File: config.mk
export PLATFORM = sky130hd
export DESIGN_NAME = rec_order_stream_flat
export DESIGN_NICKNAME = d
export VERILOG_FILES = /design/src/rtl/rec_order_stream_if.sv /design/src/rtl/rec_order_stream.sv /design/src/flat_wrapper.sv
export SDC_FILE = /design/constraint.sdc
export NUM_CORES = 1
export LEC_CHECK = 0
export CORE_MARGIN = 10
export CORE_UTILIZATION = 44
export CTS_CLUSTER_SIZE = 10
export DETAILED_ROUTE_END_ITERATION = 10
export HOLD_SLACK_MARGIN = 0.06
export PLACE_DENSITY_LB_ADDON = 0.08
export SLEW_MARGIN = 20
export SYNTH_ARGS = -nofsm -noshare
export SYNTH_HDL_FRONTEND = slang
export SYNTH_SLANG_ARGS = --single-unit
File: constraint.sdc
create_clock -name clk -period 2.6 [get_ports clk]
set_clock_uncertainty 0.15 [all_clocks]
set_input_delay 0.52 -clock clk [delete_from_list [all_inputs] [get_ports clk]]
set_output_delay 0.52 -clock clk [all_outputs]
set_load 0.05 [all_outputs]
File: src/rtl/rec_order_stream_if.sv
// Stream port from the receive unit to the PS: valid/ready handshake with TLAST framing.
interface rec_order_stream_if #(
   parameter int DATA_W = 25
);
   logic [DATA_W-1:0] axi_tdata;
   logic              axi_tvalid;
   logic              axi_tlast;
   logic              axi_tready;

   modport master (
      output axi_tdata,
      output axi_tvalid,
      output axi_tlast,
      input  axi_tready
   );

   modport slave (
      input  axi_tdata,
      input  axi_tvalid,
      input  axi_tlast,
      output axi_tready
   );
endinterface

File: src/rtl/rec_order_stream.sv
// Receive unit: queues send orders, fetches IMGS_PER_ORDER samples per order from the
// sample buffer, streams them out through a one-deep output register with TLAST framing,
// and mirrors every fetched sample into a circular BRAM.
module rec_order_stream #(
   parameter int DATA_W         = 25,
   parameter int IMGS_PER_ORDER = 50,
   parameter int MAX_ORDERS     = 5,
   parameter int RAM_DEPTH      = 100,
   parameter int CNT_W          = $clog2(IMGS_PER_ORDER + 1),
   parameter int ORD_W          = $clog2(MAX_ORDERS + 1),
   parameter int ADDR_W         = $clog2(RAM_DEPTH)
) (
   input  logic              clk,
   input  logic              rst_n,
   input  logic              rec_en,
   input  logic              order_req,
   input  logic [DATA_W-1:0] buf_data,
   input  logic              buf_valid,
   output logic              buf_rd_en,
   rec_order_stream_if.master axis,
   output logic              ram_we,
   output logic [ADDR_W-1:0] ram_addr,
   output logic [DATA_W-1:0] ram_wdata,
   output logic [ORD_W-1:0]  order_cnt,
   output logic              order_full,
   output logic              no_order,
   output logic              sending,
   output logic              order_drop,
   input  logic              err_clr
);

   typedef enum logic [1:0] {
      IDLE,
      STREAM,
      DRAIN
   } state_t;

   state_t            state;
   state_t            state_nx;
   logic [CNT_W-1:0]  fetch_cnt;
   logic [CNT_W-1:0]  sent_cnt;
   logic              fetch;
   logic              handshake;
   logic              finish;
   logic              order_done;
   logic              fetch_done;
   logic              order_inc;
   logic              order_lost;

   assign fetch      = buf_rd_en && buf_valid;
   assign handshake  = axis.axi_tvalid && axis.axi_tready;
   assign finish     = handshake && axis.axi_tlast;
   // the last beat of an order is also identified by count so the FSM does not hinge on tlast alone
   assign order_done = handshake && (sent_cnt == CNT_W'(IMGS_PER_ORDER - 1));
   assign fetch_done = (fetch_cnt == CNT_W'(IMGS_PER_ORDER));
   // a finishing order frees a slot in the same cycle, so a request is only lost when full without finish
   assign order_inc  = order_req && (!order_full || finish);
   assign order_lost = order_req && order_full && !finish;

   assign order_full = (order_cnt == ORD_W'(MAX_ORDERS));
   assign no_order   = (order_cnt == '0);
   assign sending    = (state != IDLE);
   assign ram_we     = fetch;
   assign ram_wdata  = buf_data;

   // State register
   always_ff @(posedge clk or negedge rst_n) begin
      if (!rst_n) state <= IDLE;
      else        state <= state_nx;
   end

   // Next state and buffer pop request
   always_comb begin
      state_nx  = state;
      buf_rd_en = 1'b0;
      case (state)
         IDLE: begin
            if (!no_order && rec_en) state_nx = STREAM;
         end
         STREAM: begin
            buf_rd_en = rec_en && (!axis.axi_tvalid || axis.axi_tready) && !fetch_done;
            // the final beat may already be accepted on the cycle the fetch count completes
            if (fetch_done) state_nx = order_done ? IDLE : DRAIN;
         end
         DRAIN: begin
            if (order_done) state_nx = IDLE;
         end
         default: state_nx = IDLE;
      endcase
   end

   // Per-order fetch and sent counters, cleared while idle
   always_ff @(posedge clk or negedge rst_n) begin
      if (!rst_n) begin
         fetch_cnt <= '0;
         sent_cnt  <= '0;
      end else if (state == IDLE) begin
         fetch_cnt <= '0;
         sent_cnt  <= '0;
      end else begin
         if (fetch)     fetch_cnt <= fetch_cnt + 1'b1;
         if (handshake) sent_cnt  <= sent_cnt + 1'b1;
      end
   end

   // One-deep output register: load on fetch, empty on handshake without a refill
   always_ff @(posedge clk or negedge rst_n) begin
      if (!rst_n) begin
         axis.axi_tdata  <= '0;
         axis.axi_tvalid <= 1'b0;
         axis.axi_tlast  <= 1'b0;
      end else if (fetch) begin
         axis.axi_tdata  <= buf_data;
         axis.axi_tvalid <= 1'b1;
         axis.axi_tlast  <= (fetch_cnt == CNT_W'(IMGS_PER_ORDER - 1));
      end else if (handshake) begin
         axis.axi_tvalid <= 1'b0;
         axis.axi_tlast  <= 1'b0;
      end
   end

   // Circular BRAM write address, kept across orders
   always_ff @(posedge clk or negedge rst_n) begin
      if (!rst_n)                                      ram_addr <= '0;
      else if (fetch && ram_addr == ADDR_W'(RAM_DEPTH - 1)) ram_addr <= '0;
      else if (fetch)                                  ram_addr <= ram_addr + 1'b1;
   end

   // Pending order count and sticky drop flag (a new drop beats a coincident clear)
   always_ff @(posedge clk or negedge rst_n) begin
      if (!rst_n) begin
         order_cnt  <= '0;
         order_drop <= 1'b0;
      end else begin
         case ({order_inc, finish})
            2'b10:   order_cnt <= order_cnt + 1'b1;
            2'b01:   order_cnt <= order_cnt - 1'b1;
            default: order_cnt <= order_cnt;
         endcase
         if (order_lost)   order_drop <= 1'b1;
         else if (err_clr) order_drop <= 1'b0;
      end
   end

endmodule

File: src/flat_wrapper.sv
// flat-port wrapper written by rule: the top's interface ports become plain ports
module rec_order_stream_flat 
#(
   parameter int DATA_W         = 25,
   parameter int IMGS_PER_ORDER = 50,
   parameter int MAX_ORDERS     = 5,
   parameter int RAM_DEPTH      = 100,
   parameter int CNT_W          = $clog2(IMGS_PER_ORDER + 1),
   parameter int ORD_W          = $clog2(MAX_ORDERS + 1),
   parameter int ADDR_W         = $clog2(RAM_DEPTH)
)
  (clk, rst_n, rec_en, order_req, buf_data, buf_valid, buf_rd_en, ram_we, ram_addr, ram_wdata, order_cnt, order_full, no_order, sending, order_drop, err_clr, axis_axi_tdata, axis_axi_tvalid, axis_axi_tlast, axis_axi_tready);
  rec_order_stream_if #(.DATA_W(DATA_W)) axis_i ();
  input  logic clk;
  input  logic rst_n;
  input  logic rec_en;
  input  logic order_req;
  input  logic [DATA_W-1:0] buf_data;
  input  logic buf_valid;
  output logic buf_rd_en;
  output logic ram_we;
  output logic [ADDR_W-1:0] ram_addr;
  output logic [DATA_W-1:0] ram_wdata;
  output logic [ORD_W-1:0] order_cnt;
  output logic order_full;
  output logic no_order;
  output logic sending;
  output logic order_drop;
  input  logic err_clr;
  output wire logic [$bits(axis_i.axi_tdata)-1:0] axis_axi_tdata;
  output wire logic [$bits(axis_i.axi_tvalid)-1:0] axis_axi_tvalid;
  output wire logic [$bits(axis_i.axi_tlast)-1:0] axis_axi_tlast;
  input wire logic [$bits(axis_i.axi_tready)-1:0] axis_axi_tready;
  assign axis_axi_tdata = axis_i.axi_tdata;
  assign axis_axi_tvalid = axis_i.axi_tvalid;
  assign axis_axi_tlast = axis_i.axi_tlast;
  assign axis_i.axi_tready = axis_axi_tready;
  rec_order_stream #(.DATA_W(DATA_W), .IMGS_PER_ORDER(IMGS_PER_ORDER), .MAX_ORDERS(MAX_ORDERS), .RAM_DEPTH(RAM_DEPTH), .CNT_W(CNT_W), .ORD_W(ORD_W), .ADDR_W(ADDR_W)) u_core (.clk(clk), .rst_n(rst_n), .rec_en(rec_en), .order_req(order_req), .buf_data(buf_data), .buf_valid(buf_valid), .buf_rd_en(buf_rd_en), .axis(axis_i), .ram_we(ram_we), .ram_addr(ram_addr), .ram_wdata(ram_wdata), .order_cnt(order_cnt), .order_full(order_full), .no_order(no_order), .sending(sending), .order_drop(order_drop), .err_clr(err_clr));
endmodule
==> qor.yml, run 1 <==
routing:
  drt_iter0_markers: 76
  dr.pass1.iters: 4
  routed_wl_um: 6360
  vias_per_cell: 4.80
  avgRoutedWirePerCell_um: 15.0
  post-route-drc-count: 0
  detail-route-antenna-nets: 0
  dr_total_vias: 2042
clocking:
  cts-resized-gates: 0
  htree_levels: 2
  cts_tree: "done"
  cts_inserted_buffers: 5
  cts.clk_slew.worst_paths_ps: 90
  clk_path_buf_depth: 2
  cts_num_sinks: 52
  clockRootBuffer: "clkbuf_8"
  cts_hold_buf: 0
  clk_latency_ps: 300
  postCtsSetupBuffers: 0
logic_synthesis:
  synth.most_common_cell: "nand2_1"
  synth_edf_count: 0
  synth-seq-cells: 52
  yosysUniqueCellTypes: 41
  yosys.area.top_type_share_pct: 50.7
  netlist_area_mm2: 0.00257
  synthTopCellsByCount: "nand2_1, dfrtp_1, buf_4, nor2_1, nand3_1"
  syn-mean-instance-area_um2: 9.41
  synth_ff_type: "dfrtp_1"
  synth_area_leaders: "dfrtp_1, nand2_1, buf_4, ha_1, nand3_1"
  synth_cells: 273
  yosysSeqAreaShare_pct: 50.7
  async_flop_share_pct: 100
  synth_nets: 312
  synth_top_area_cell: "dfrtp_1"
  yosys_warnings: 0
job:
  max-cap-violations: 0
sta:
  relSlewSlack_pct: 57.3
  finalHoldViolCount: 0
  setup_viol: 0
  finalMaxSlewViolations: 0
  finalCriticalPeriod_ps: 2500
  fin_crit_sh_pct: 96.2
  rsz0062_at_grt: "false"
  setup_tns_ps: 0
  clock.fmax_mhz: 400
  worstMarginPinSlew_ps: 632
power_and_ir_drop:
  vdd_ir_drop_max_mv: 0.677
  p_per_area_mw_per_mm2: 1150
  p_leak_uw: 0.00176
worst_setup_path:
  cp-end-kind: "output pin"
  arrival_ps: 1830
  r2r_cells: 5
  cp.required_ps: 1930
  r2r-end: "u_core.ram_addr[4]"
  criticalPathCategory: "flip-flop to output pin"
  r2r-start: "u_core.fetch_cnt[2]"
  r2r_slack_ps: 640
  critPathLaunchType: "flip-flop"
  cp_max_fo: 4
  startpoint: "u_core.order_cnt[1]"
place:
  place_congestion: 0.803
  io_buffers: 99
  dp_hpwl_um: 4880
  place_area_mm2: 0.00350
cells_and_area:
  drive_gt1_share_pct: 14.4
  diodes: 0
  fill_cells: 478
  fin_util_pct: 65.1
  fin_nets: 391
  final_area_mm2: 0.00363
  area_growth_pct: 41.3
grt:
  antenna_found_initial: 0
  grt_usage_pct: 14.5
  grt_pass1_vias: 2213
  grt-ovfl-total: 0
  grt_pass1_wl_um: 10700
  grt_max_degree: 37
die:
  dieArea_mm2: 0.00929
  ios: 100
  rows: 27
  die_w_um: 96.4
  coreArea_mm2: 0.00557
  initial_core_util_pct: 46.1
  die_y_um: 96.4
outcome:
  status: "finished clean"
worst_hold_path:
  hold_path_class: "input port to async pin"
## state kept, by name (all words and copies together), names as in the netlist, 2 cells and up
| name | cells |
|---|---|
| u_core.axis.axi_tdata | 25 |
| u_core.fetch_cnt | 6 |
| u_core.order_cnt | 3 |
| u_core.sent_cnt | 6 |
| u_core.state | 2 |
| u_core.ram_addr | 7 |
## placed cells by master (no fill, tap or decap), drive strengths merged, types with 3 or more instances in the layout
master / synthesis / routed
and3: 3 / 3
buf: 33 / 36
clkbuf: 1 / 7
clkdlybuf4s50: 0 / 69
dfrtp: 52 / 52
ha: 6 / 6
inv: 10 / 10
mux2i: 3 / 3
nand2: 89 / 89
nand3: 11 / 11
nand4: 4 / 4
nor2: 13 / 13
nor4bb: 3 / 3
o21ai: 6 / 6
xnor2: 5 / 5
xor2: 6 / 6
## critical path: stages (launching register included)
cell	delay, ps
dfrtp_1	410
nand3b_1	220
inv_1	100
clkdlybuf4s50_1	800
## per-layer routing
| metal | GRT usage (%) | wire [um] | vias up |
|---|---|---|---|
| met5 | 0 | 0 | - |
| met4 | 3.87 | 63 | 0 |
| met3 | 8.02 | 745 | 5 |
| met2 | 22.8 | 2880 | 68 |
| met1 | 16.9 | 2670 | 954 |
| li1 | - | - | 1015 |
## layout make-up
class                      instances  area [um2]  area share [%]
timing repair buffer             106        1080            29.9
tap                               72        90.1            2.48
multi-input combinational        177         988            27.2
clock buffer                       7        96.3            2.65
clock inverter                     1        30.0           0.827
inverter                          10        40.0            1.10
sequential                        52        1300            35.8
## stage by stage
| step | power (uW) | cells | setup WS, ps | hold slack, ps |
|---|---|---|---|---|
| 2_1_floorplan | 2810 | 273 | 147 | 74.4 |
| 3_3_place_gp | 3610 | 417 | 88.2 | 307 |
| 3_5_place_dp | 3630 | 417 | 34.8 | 311 |
| 4_1_cts | 4250 | 425 | 45.4 | 92.2 |
| 5_1_grt | 4450 | 425 | 17.4 | 117 |
| 6_report | 4190 | 425 | 97.8 | 68.2 |
## power by group
| group | total (uW) | switching [uW] | internal [uW] |
|---|---|---|---|
| clock network | 598 | 259 | 340 |
| registers | 1320 | 231 | 1090 |
| logic | 2270 | 1520 | 756 |
| total | 4190 | 2010 | 2180 |
## cells by family after synthesis
group | synth area share (%)
flip-flops | 50.7
adder cells (fa/ha/maj) | 3.70
buffers and inverters | 11.1
AO/OA/AOI/OAI | 4.48
multiplexers | 2.19
XOR/XNOR | 3.75
AND/OR/NAND/NOR | 24.2
## worst max path at each step
stage	end	slack, ps
2_1_floorplan	no_order	150
3_3_place_gp	u_core.order_cnt[2]	90
3_5_place_dp	u_core.order_cnt[2]	30
4_1_cts	no_order	50
5_1_grt	order_full	20
6_report	order_full	100
(Power assumes the default switching activity.)
==> run 2, diff against run 1 <==
CTS_CLUSTER_SIZE = 16   (was 10)
REMOVE_ABC_BUFFERS = 1   (was default)
TNS_END_PERCENT = 10   (was default)
==> qor.yml, run 2 (synthesis gave the netlist of run 1 again) <==
sta:
  rsz0062_at_grt: "false"
  relSlewSlack_pct: 54.9  # -2.4 points
  clock.fmax_mhz: 397  # -0.71%
  finalCriticalPeriod_ps: 2520  # +18.0 ps
  fin_crit_sh_pct: 96.9  # +0.69 points
  finalHoldViolCount: 0  # unchanged
  finalMaxSlewViolations: 0  # unchanged
  worst_slack_ps: 79.7  # -18.0 ps
  setup_viol: 0  # unchanged
  worstMarginPinSlew_ps: 667  # +35.0 ps
job:
  max-cap-violations: 0  # unchanged
die:
  ios: 100  # unchanged
  initial_core_util_pct: 46.1  # unchanged
  coreArea_mm2: 0.00557  # unchanged
  dieArea_mm2: 0.00929  # unchanged
  die_w_um: 96.4  # unchanged
  rows: 27  # unchanged
  die_y_um: 96.4  # unchanged
grt:
  grt_usage_pct: 14.6  # +0.076 points
  grt-ovfl-total: 0  # unchanged
  grt_pass1_wl_um: 10600  # -0.97%
  antenna_found_initial: 0  # unchanged
  grt_max_degree: 37  # unchanged
  grt_pass1_vias: 2227  # +0.63%
cells_and_area:
  stdcell_count: 425  # unchanged
  drive_gt1_share_pct: 13.9  # -0.57 points
  diodes: 0  # unchanged
  area_growth_pct: 42.5
  regMostFlops: "u_core.axis.axi_tdata"
  fin_nets: 391  # unchanged
  layout_common_cells: "nand2_1, clkdlybuf4s50_1, dfrtp_1, buf_4"
  fin_util_pct: 65.7  # +0.54 points
  largest_register_ffs: 25  # unchanged
  reg_top3: "u_core.axis.axi_tdata x25, u_core.ram_addr x7"
  final_area_mm2: 0.00366  # +0.83%
  final_common_cell: "nand2_1"
clocking:
  clk_latency_ps: 320  # +20 ps
  cts_num_sinks: 52  # unchanged
  cts_inserted_buffers: 5  # unchanged
  cts_tree: "done"
  postCtsSetupBuffers: 0  # unchanged
  htree_levels: 2  # unchanged
  clockRootBuffer: "clkbuf_8"
  clk_path_buf_depth: 2  # unchanged
  cts.clk_slew.worst_paths_ps: 100  # about the same
power_and_ir_drop:
  p_leak_uw: 0.00175  # -0.76%
  p_sw_uw: 2020  # +0.38%
  p_total_uw: 4150  # -0.88%
  sequentialPowerShare_pct: 31.8  # +0.3 points
  p_sw_share_pct: 48.5  # +0.61 points
  p_comb_share_pct: 54.8  # +0.5 points
  vdd_ir_drop_max_mv: 0.633  # -6.6%
  p_per_area_mw_per_mm2: 1130  # -1.7%
  p_clk_share_pct: 13.4  # -0.9 points
  p_int_uw: 2140  # -2.0%
routing:
  drt_iter0_markers: 98  # +29%
  detail-route-antenna-nets: 0  # unchanged
  dr.pass1.iters: 4  # unchanged
  routed_wl_um: 6380  # +0.25%
  avgRoutedWirePerCell_um: 15.0  # +0.25%
  dr_total_vias: 2066  # +1.2%
  post-route-drc-count: 0  # unchanged
  vias_per_cell: 4.86  # +1.2%
worst_setup_path:
  startpoint: "u_core.order_cnt[0]"
  criticalPathCategory: "flip-flop to output pin"
  cp-end-kind: "output pin"
  critPathSlowestCell: "clkdlybuf4s50_1"
  critPathLaunchType: "flip-flop"
  cp_cell_sequence: "nor3_1 -> clkdlybuf4s50_1"
  cp.required_ps: 1930  # about the same
  cp_max_fo: 4  # unchanged
  arrival_ps: 1850  # +20 ps
  max_stage_delay_ps: 860  # +60 ps
  r2r_slack_ps: 570  # -70 ps
  r2r-start: "u_core.fetch_cnt[0]"
outcome:
  status: "finished clean"
place:
  io_buffers: 99  # unchanged
  dp_hpwl_um: 4810  # -1.4%
  place_area_mm2: 0.00354  # +1.1%
  dp.cells: 416  # -0.24%
  place_congestion: 0.782  # -2.6%
  dp_slack_ps: 49.6  # +14.8 ps
worst_hold_path:
  hold_path_class: "flip-flop to flip-flop"
  hp-start: "u_core.sent_cnt[5]"
-- run 2: critical path, delay by kind of cell (launching register included) --
family / cells / cell delay (ps)
buf+inv: 1 / 860
simple gates: 1 / 270
flops: 1 / 410
-- run 2: timing repair --
| action | CTS | global route |
|---|---|---|
| hold buffers | 1 | 0 |
| endpoints found under the hold margin | 21 | 0 |
| gates resized for setup | 0 | 0 |
-- run 2: power by group through the flow --
stage | sequential (uW) | combinational (uW) | clock [uW]
detailed placement | 1330 | 2300 | 0
floorplan | 2130 | 540 | 0
CTS | 1320 | 2310 | 572
global route | 1370 | 2440 | 607
finish | 1320 | 2280 | 555
global placement | 1320 | 2300 | 0
-- run 2: cell type report --
class,count,area (um2)
Sequential cell,52,1300
Inverter,10,40.0
Multi-Input combinational cell,177,983
Timing Repair Buffer,106,1130
Clock buffer,5,68.8
Fill cell,462,1910
Clock inverter,3,42.5
Tap cell,72,90.1
-- run 2: per-layer routing --
| metal | up-vias | track usage (%) | share of wire [%] |
|---|---|---|---|
| li1 | 1015 | - | - |
| met1 | 974 | 17.3 | 41 |
| met2 | 68 | 21.6 | 45 |
| met3 | 9 | 8.02 | 12 |
| met4 | 0 | 5.81 | 1.6 |
| met5 | - | 0 | 0 |
-- run 2: per-stage QoR --
stage               TNS (ps)  hold slack, ps
floorplan               -107            74.4
global placement           0             306
detailed placement         0             312
CTS                        0             333
global route               0             345
finish                     0             328
-- run 2: path summary, 6_finish.rpt --
path,end,depth (start not counted)
max,no_order,2
min,u_core.state[1],1
max reg2reg,u_core.ram_addr[2],7
min reg2reg,u_core.state[1],1
max in group asynchronous,u_core.axis.axi_tdata[12],3
min in group asynchronous,u_core.state[1],2
==> run 3, diff against run 2 <==
clock period = 2.7 ns   (was 2.6 ns; I/O delays follow)
==> qor.yml, run 3 (synthesis gave the netlist of run 1 again) <==
worst_hold_path:
  hold_path_class: "input port to async pin"
routing:
  dr_total_vias: 2023  # -2.1%
  routed_wl_um: 6190  # -3.0%
  drt_iter0_markers: 73  # -26%
  avgRoutedWirePerCell_um: 14.6  # -3.0%
  detail-route-antenna-nets: 0  # unchanged
  post-route-drc-count: 0  # unchanged
  vias_per_cell: 4.76  # -2.1%
  dr.pass1.iters: 4  # unchanged
sta:
  whs_ps: 194  # -134 ps
  fin_crit_sh_pct: 95.1
  finalMaxSlewViolations: 0  # unchanged
  clock.fmax_mhz: 389
  rsz0062_at_grt: "false"
  finalHoldViolCount: 0  # unchanged
  worstMarginPinSlew_ps: 647  # -20.0 ps
  finalCriticalPeriod_ps: 2570
  setup_viol: 0  # unchanged
  setup_tns_ps: 0  # unchanged
  relSlewSlack_pct: 56.3  # +1.3 points
cells_and_area:
  regMostFlops: "u_core.axis.axi_tdata"
  reg_top3: "u_core.axis.axi_tdata x25, u_core.ram_addr x7"
  fin_nets: 391  # unchanged
  drive_gt1_share_pct: 14.2  # +0.28 points
  layout_common_cells: "nand2_1, clkdlybuf4s50_1, dfrtp_1, buf_4, nor2_1"
  area_growth_pct: 36.9
  final_common_cell: "nand2_1"
  diodes: 0  # unchanged
  largest_register_ffs: 25  # unchanged
place:
  io_buffers: 99  # unchanged
  dp_hpwl_um: 4610  # -4.1%
  place_congestion: 0.713  # -8.8%
clocking:
  cts_hold_buf: 0  # -1
  cts-resized-gates: 0  # unchanged
  clk_latency_ps: 300  # -20 ps
  htree_levels: 2  # unchanged
  clk_path_buf_depth: 2  # unchanged
  cts.clk_slew.worst_paths_ps: 90  # about the same
  cts_num_sinks: 52  # unchanged
  postCtsSetupBuffers: 0  # unchanged
  clockRootBuffer: "clkbuf_8"
  cts_tree: "done"
  cts_inserted_buffers: 5  # unchanged
worst_setup_path:
  r2r-start: "u_core.fetch_cnt[0]"
  arrival_ps: 1880  # +30 ps
  max_stage_delay_ps: 860  # about the same
  r2r_cells: 7  # unchanged
  r2r-end: "u_core.ram_addr[2]"
  critPathSlowestCell: "clkdlybuf4s50_1"
  criticalPathCategory: "flip-flop to output pin"
  cp_cell_sequence: "nor3_1 -> clkdlybuf4s50_1"
  cp_max_fo: 4  # unchanged
  cp.required_ps: 2010  # +80 ps
  cp-end-kind: "output pin"
  r2r_slack_ps: 690  # +120 ps
  critPathLaunchType: "flip-flop"
power_and_ir_drop:
  p_per_area_mw_per_mm2: 1130  # -0.38%
  p_leak_uw: 0.00170  # -2.6%
  vdd_ir_drop_max_mv: 0.564  # -11%
grt:
  grt_usage_pct: 13.4  # -1.2 points
  antenna_found_initial: 0  # unchanged
  grt_pass1_wl_um: 9960  # -6.4%
  grt_max_degree: 53  # +43%
  grt-ovfl-total: 0  # unchanged
  grt_pass1_vias: 2066  # -7.2%
die:
  coreArea_mm2: 0.00557  # unchanged
  rows: 27  # unchanged
  initial_core_util_pct: 46.1  # unchanged
  ios: 100  # unchanged
  die_y_um: 96.4  # unchanged
  die_w_um: 96.4  # unchanged
  dieArea_mm2: 0.00929  # unchanged
outcome:
  status: "finished clean"
job:
  max-cap-violations: 0  # unchanged
[run 3: where the power goes]
group | leakage (uW) | internal [uW] | switching, uW
registers | 0.000663 | 1050 | 216
clock network | 0.0000614 | 303 | 254
logic | 0.000975 | 711 | 1450
[run 3: worst max-delay path by stage]
stage / cells after the start / slack, ps / startpoint / end
3_3_place_gp: 6 / 160 / axis_axi_tready / u_core.order_cnt[2]
6_report: 2 / 130 / u_core.order_cnt[0] / no_order
4_1_cts: 2 / 120 / u_core.order_cnt[0] / no_order
2_1_floorplan: 3 / 30 / u_core.axis.axi_tvalid / buf_rd_en
5_1_grt: 2 / 60 / u_core.order_cnt[0] / no_order
3_5_place_dp: 6 / 110 / axis_axi_tready / u_core.order_cnt[2]
[run 3: metal layers]
| layer | track usage, % | vias up | part of all wire [%] |
|---|---|---|---|
| met1 | 17.0 | 938 | 44 |
| met5 | 0 | - | 0 |
| met4 | 2.91 | 0 | 0.61 |
| li1 | - | 1014 | - |
| met2 | 19.6 | 66 | 43 |
| met3 | 7.63 | 5 | 12 |
[run 3: stage by stage]
step                power (uW)  std cells  utilization (%)  setup WS [ps]  area, um2
CTS                       4030        425             63.1            116       3520
floorplan                 2570        239                -           34.2       2320
global route              4210        425             63.1           62.8       3520
finish                    3980        425             63.1            132       3520
global placement          3440        417             60.9            162       3400
detailed placement        3460        417             60.9            112       3400
[run 3: layout make-up]
cell class / count / area [um2]
Clock inverter: 2 / 38.8
Tap cell: 72 / 90.1
Multi-Input combinational cell: 177 / 983
Timing Repair Buffer: 106 / 981
Inverter: 10 / 40.0
Fill cell: 492 / 2060
Clock buffer: 6 / 82.6
Sequential cell: 52 / 1300
[run 3: worst max-delay path: cells and delay by family, from the launching register on]
family                 cells  cell delay (ps)
buffers and inverters      1              860
DFF                        1              430
and+or+nand+nor            1              290
